<file path="config.mk">
export PLATFORM = sky130hd
export DESIGN_NAME = ip_codma_bus_arbiter
export DESIGN_NICKNAME = d
export VERILOG_FILES = /design/src/rtl/ip_codma_bus_arbiter.sv
export SDC_FILE = /design/constraint.sdc
export NUM_CORES = 1
export LEC_CHECK = 0
export ABC_CLOCK_PERIOD_IN_PS = 2600
export CELL_PAD_IN_SITES_DETAIL_PLACEMENT = 1
export CELL_PAD_IN_SITES_GLOBAL_PLACEMENT = 1
export CORE_UTILIZATION = 35
export CTS_BUF_LIST = sky130_fd_sc_hd__clkbuf_8 sky130_fd_sc_hd__clkbuf_16
export CTS_CLUSTER_DIAMETER = 40
export CTS_CLUSTER_SIZE = 20
export DETAILED_ROUTE_END_ITERATION = 7
export PLACE_DENSITY = 0.79
export SKIP_CTS_REPAIR_TIMING = 1
export SYNTH_ARGS = -nofsm -noshare
export SYNTH_HDL_FRONTEND = slang
export SYNTH_SLANG_ARGS = --single-unit
</file>
<file path="constraint.sdc">
create_clock -name clk_i -period 2.6 [get_ports clk_i]
set_clock_uncertainty 0.2 [all_clocks]
set_input_delay 0.39 -clock clk_i [delete_from_list [all_inputs] [get_ports clk_i]]
set_output_delay 0.39 -clock clk_i [all_outputs]
set_load 0.05 [all_outputs]
</file>
<file path="src/rtl/ip_codma_bus_arbiter.sv">
// Shares the CODMA memory bus master between the read and write machines:
// round-robin selection, burst beat counting, stop/error abort and ack watchdog.
module ip_codma_bus_arbiter #(
    parameter int TIMEOUT_CYCLES = 64,
    parameter int BEAT_W         = 8
) (
    input  logic              clk_i,
    input  logic              reset_i,
    input  logic              rd_req_i,
    input  logic [BEAT_W-1:0] rd_beats_i,
    output logic              rd_grant_o,
    input  logic              wr_req_i,
    input  logic [BEAT_W-1:0] wr_beats_i,
    output logic              wr_grant_o,
    input  logic              stop_i,
    output logic              bus_req_o,
    input  logic              bus_grant_i,
    input  logic              bus_ack_i,
    input  logic              bus_error_i,
    output logic              owner_o,
    output logic [BEAT_W-1:0] beat_count_o,
    output logic              busy_o,
    output logic              timeout_o
);

    // state       | meaning
    // ARB_IDLE    | no request in flight, waiting to select a requester
    // ARB_REQ     | bus_req_o raised for the selected requester
    // ARB_OWN     | bus granted, counting beats under watchdog
    // ARB_RELEASE | one-cycle gap after a completed burst
    typedef enum logic [1:0] {
        ARB_IDLE    = 2'd0,
        ARB_REQ     = 2'd1,
        ARB_OWN     = 2'd2,
        ARB_RELEASE = 2'd3
    } state_t;

    localparam int WD_W = $clog2(TIMEOUT_CYCLES);
    localparam logic [WD_W-1:0] WD_LOAD = WD_W'(TIMEOUT_CYCLES - 1);

    state_t            state, state_nxt;
    logic [BEAT_W-1:0] len_r, len_nxt;
    logic [BEAT_W-1:0] beat_nxt;
    logic [WD_W-1:0]   wd_cnt, wd_nxt;
    logic              last_owner, last_owner_nxt;
    logic              owner_nxt, timeout_nxt;
    logic              sel_wr, sel_req;
    logic [BEAT_W-1:0] sel_beats;

    // On a tie the requester that was not served last wins.
    assign sel_wr    = wr_req_i && (!rd_req_i || !last_owner);
    assign sel_beats = sel_wr ? wr_beats_i : rd_beats_i;
    assign sel_req   = owner_o ? wr_req_i : rd_req_i;

    always_comb begin
        state_nxt      = state;
        len_nxt        = len_r;
        beat_nxt       = beat_count_o;
        wd_nxt         = wd_cnt;
        last_owner_nxt = last_owner;
        owner_nxt      = owner_o;
        timeout_nxt    = timeout_o;
        if (stop_i) begin
            state_nxt   = ARB_IDLE;
            beat_nxt    = '0;
            timeout_nxt = 1'b0;
        end else begin
            case (state)
                ARB_IDLE: begin
                    if (rd_req_i || wr_req_i) begin
                        state_nxt = ARB_REQ;
                        owner_nxt = sel_wr;
                        len_nxt   = (sel_beats == '0) ? BEAT_W'(1) : sel_beats;
                        beat_nxt  = '0;
                    end
                end
                ARB_REQ: begin
                    if (bus_error_i) begin
                        state_nxt      = ARB_IDLE;
                        last_owner_nxt = owner_o;
                    end else if (!sel_req) begin
                        state_nxt = ARB_IDLE;
                    end else if (bus_grant_i) begin
                        state_nxt = ARB_OWN;
                        wd_nxt    = WD_LOAD;
                    end
                end
                ARB_OWN: begin
                    if (bus_error_i) begin
                        state_nxt      = ARB_IDLE;
                        last_owner_nxt = owner_o;
                    end else if (bus_ack_i) begin
                        beat_nxt = beat_count_o + BEAT_W'(1);
                        wd_nxt   = WD_LOAD;
                        if (beat_count_o == len_r - BEAT_W'(1)) begin
                            state_nxt      = ARB_RELEASE;
                            last_owner_nxt = owner_o;
                        end
                    end else if (wd_cnt == '0) begin
                        state_nxt      = ARB_IDLE;
                        timeout_nxt    = 1'b1;
                        last_owner_nxt = owner_o;
                    end else begin
                        wd_nxt = wd_cnt - WD_W'(1);
                    end
                end
                ARB_RELEASE: state_nxt = ARB_IDLE;
                default:     state_nxt = ARB_IDLE;
            endcase
        end
    end

    // Outputs are registered from the next-state decode so they align with state.
    always_ff @(posedge clk_i) begin
        if (reset_i) begin
            state        <= ARB_IDLE;
            len_r        <= '0;
            beat_count_o <= '0;
            wd_cnt       <= '0;
            last_owner   <= 1'b1;
            owner_o      <= 1'b1;
            timeout_o    <= 1'b0;
            bus_req_o    <= 1'b0;
            rd_grant_o   <= 1'b0;
            wr_grant_o   <= 1'b0;
            busy_o       <= 1'b0;
        end else begin
            state        <= state_nxt;
            len_r        <= len_nxt;
            beat_count_o <= beat_nxt;
            wd_cnt       <= wd_nxt;
            last_owner   <= last_owner_nxt;
            owner_o      <= owner_nxt;
            timeout_o    <= timeout_nxt;
            bus_req_o    <= (state_nxt == ARB_REQ) || (state_nxt == ARB_OWN);
            rd_grant_o   <= (state_nxt == ARB_OWN) && !owner_nxt;
            wr_grant_o   <= (state_nxt == ARB_OWN) && owner_nxt;
            busy_o       <= (state_nxt != ARB_IDLE);
        end
    end

endmodule

</file>
==> impl_results.md <==
- Run status: finished clean
- Synth area leaders: dfxtp_1 32%, mux2i_1 5.7%, nor2_1 5.5%, ha_1 5.2%, xor2_1 4.6%
- Slew headroom: 0.331
- Fin nets: 300
- Post-DP HPWL: 4110 um
- Antenna violations before repair: 0
- Most common cell after layout, fill and taps aside: clkdlybuf4s50_1
- CTS tree: yes
- Clock Power Share: 0.351
- GR Util met1: 0.216
- CP max stage cell: a2111oi_4
- Layout cell share with drive strength beyond 1: 0.149
- Core area: 5200 um^2
- Row Count: 26
- Clock slew at reported path FFs: 70 ps
- Synth Warn #: 0
- Min Tclk post-route: 2520 ps
- Distinct cells, synth: 52
- I/O pin cnt: 38
- NetSw: 334 uW
- Post-Route WL: 5230 um
- Seq/Total Area, Yosys: 0.323
- Commonest cells after routing, fill and taps aside: 37 x clkdlybuf4s50_1, 30 x dfxtp_1, 28 x nor2_1
- Synthesized area: 1920 um^2
- Busiest metal layer after global routing: met2
- Leakage: 0.969 nW
- Maximum clock rate: 0.397 GHz
- Post-DRT Antenna Nets: 0
- CP Data Required Time: 2570 ps
- Post-route DRC violation count: 0
- # Max-Cap Violations: 0
- FF+latch count, synth: 31
- Final Cycle Share: 0.969
- Starting Density: 0.369
- Gp weighted congestion: 0.796
- Clock sink count: 31
- CP Launch Type: flop
- Total power: 1.18 mW
- CP Capture Type: flop
- Register-to-Register Path Depth: 10
- Synth area leader: dfxtp_1
- CP max FO: 8
- TNS Setup: 0 ps
- 1st-pass router iterations: 4
- Die ar.: 5790 um^2
- Cells after Synth: 218
- Final setup violation count: 0
- Hold Vio Cnt, Final: 0
- Worst VDD drop: 0.211 mV
- DR vias/cell: 5.29
- I/O Buffers: 37
- M3 GR Usage: 0.0383
- Clk Latency, worst-skew pair: 280 ps
- Number of global-route vias before repair: 1863
- Reg power frac: 0.431
- Comb pwr share: 0.217
- Die Wd: 76.1 um
- Post-Layout Cell Count: 339
- Worst path cell trace: inv_1 > ha_4 > xnor2_1 > a21oi_1 > o21ai_2 > a2111oi_4 > nand4b_2 > a21o_1 > ha_1 > nor2b_1
- Largest net degree at the start of global routing: 20
- Root Driver: clkbuf_8
- Routed wire per std cell: 15.4 um
- Met2 usage: 0.349
- Number of fillers in the final layout: 631
- Net Sw Frac: 0.282
- Max stage delay on crit path: 400 ps
- TritonCTS buffer count: 5
- Global-route wire length before repair: 8720 um
- Vias: 1795
- Tightest Hold Check Type: flop to flop
- DR iter-0 viols: 48
- Final slew viol count: 0
- Placed Cells: 330
- Mean post-synth cell area: 8.81 um^2
- Hold path cells: 2
- Worst path arrival time: 2490 ps
- PwrDens: 464 nW/um^2
- CTS HTree Levels: 2
- Die Y: 76.1 um
- Internal: 850 uW
- CTS max path bufs: 2
- Post-synth top area share: 0.323
- Syn_nets: 250
- Antenna diodes: 0
- Total Routing Usage GR: 0.190
- Crit Path Class: flop to flop
- GRT overflow: 0
- Worst-Margin Slew: 999 ps
- Area growth syn-to-layout: 33.0%
[power by group through the flow]
stage	Combinational (mW)	Sequential, mW	Clock, mW
floorplan	0.144	0.530	0
global placement	0.238	0.520	0
detailed placement	0.247	0.521	0
CTS	0.249	0.510	0.429
global route	0.279	0.513	0.451
finish	0.257	0.511	0.416
[cells in the mapped netlist, drive strengths merged]
cell / n
dfxtp: 31
nor2: 28
a211oi: 11
a21oi: 11
mux2i: 11
inv: 10
xor2: 10
ha: 8
xnor2: 8
buf: 7
nor3: 7
o21ai: 7
nand3: 6
nand2: 5
nand2b: 5
nand3b: 5
a31oi: 4
and3: 4
a311oi: 3
clkbuf: 3
nand4: 3
nor3b: 3
nor4: 3
a21boi: 2
nor2b: 2
o21bai: 2
or3: 2
or4: 2
a2111oi: 1
a21o: 1
a22oi: 1
a311o: 1
a41oi: 1
and2: 1
and2b: 1
and4: 1
and4b: 1
nand4b: 1
o22ai: 1
o311a: 1
o311ai: 1
o31a: 1
or2: 1
[final timing paths]
check,from,to,slack (ps)
worst max-delay path,len_r[0],bus_req_o,80
worst min-delay path,timeout_o,timeout_o,310
worst max register to register,len_r[0],bus_req_o,80
worst min register to register,timeout_o,timeout_o,310
[stage by stage]
| step | hold slack [ps] | instance area (um^2) | setup WS [ps] | util |
|---|---|---|---|---|
| floorplan | 269 | 1920 | 67.6 | - |
| global placement | 279 | 2420 | 35.6 | 0.465 |
| detailed placement | 300 | 2420 | -25.2 | 0.465 |
| CTS | 316 | 2520 | -19.7 | 0.485 |
| global route | 355 | 2550 | -63.9 | 0.491 |
| finish | 306 | 2550 | 81.1 | 0.491 |
[final cells by class]
class                      instances  area [um^2]  share of cell area
clock buffer                       7         96.3              0.0377
clock inverter                     1         3.75             0.00147
inverter                          10         37.5              0.0147
multi-input combinational        167         1220               0.476
sequential                        31          622               0.244
tap                               70         87.6              0.0343
timing repair buffer              53          490               0.192
[state kept, by name (all words and copies together) (netlist names), 2 cells and up]
| signal | count |
|---|---|
| len_r | 8 |
| state | 2 |
| wd_cnt | 6 |
| beat_count_o | 8 |
[cells by family (layout without fill, tap and decap cells)]
| group | count (synthesis) | after routing | share of synthesized area |
|---|---|---|---|
| buf+inv | 20 | 71 | 0.0554 |
| compound gates | 49 | 49 | 0.190 |
| simple gates | 81 | 81 | 0.240 |
| xor+xnor | 18 | 18 | 0.0821 |
| flops | 31 | 31 | 0.323 |
| fa+ha+maj | 8 | 8 | 0.0521 |
| mux | 11 | 11 | 0.0573 |
[worst max-delay path, delay by kind of cell, from the launching register on]
kind	cells	cell delay, ps
flops	1	340
compound gates	4	890
simple gates	2	310
xor+xnor	1	130
buf+inv	1	80
fa+ha+maj	2	460
[per-layer routing]
metal	part of all wire	vias up
met2	0.52	26
met1	0.43	870
met5	0	-
met4	0.017	0
li1	-	890
met3	0.026	9
Note: power is estimated with default switching activity, not from simulation.
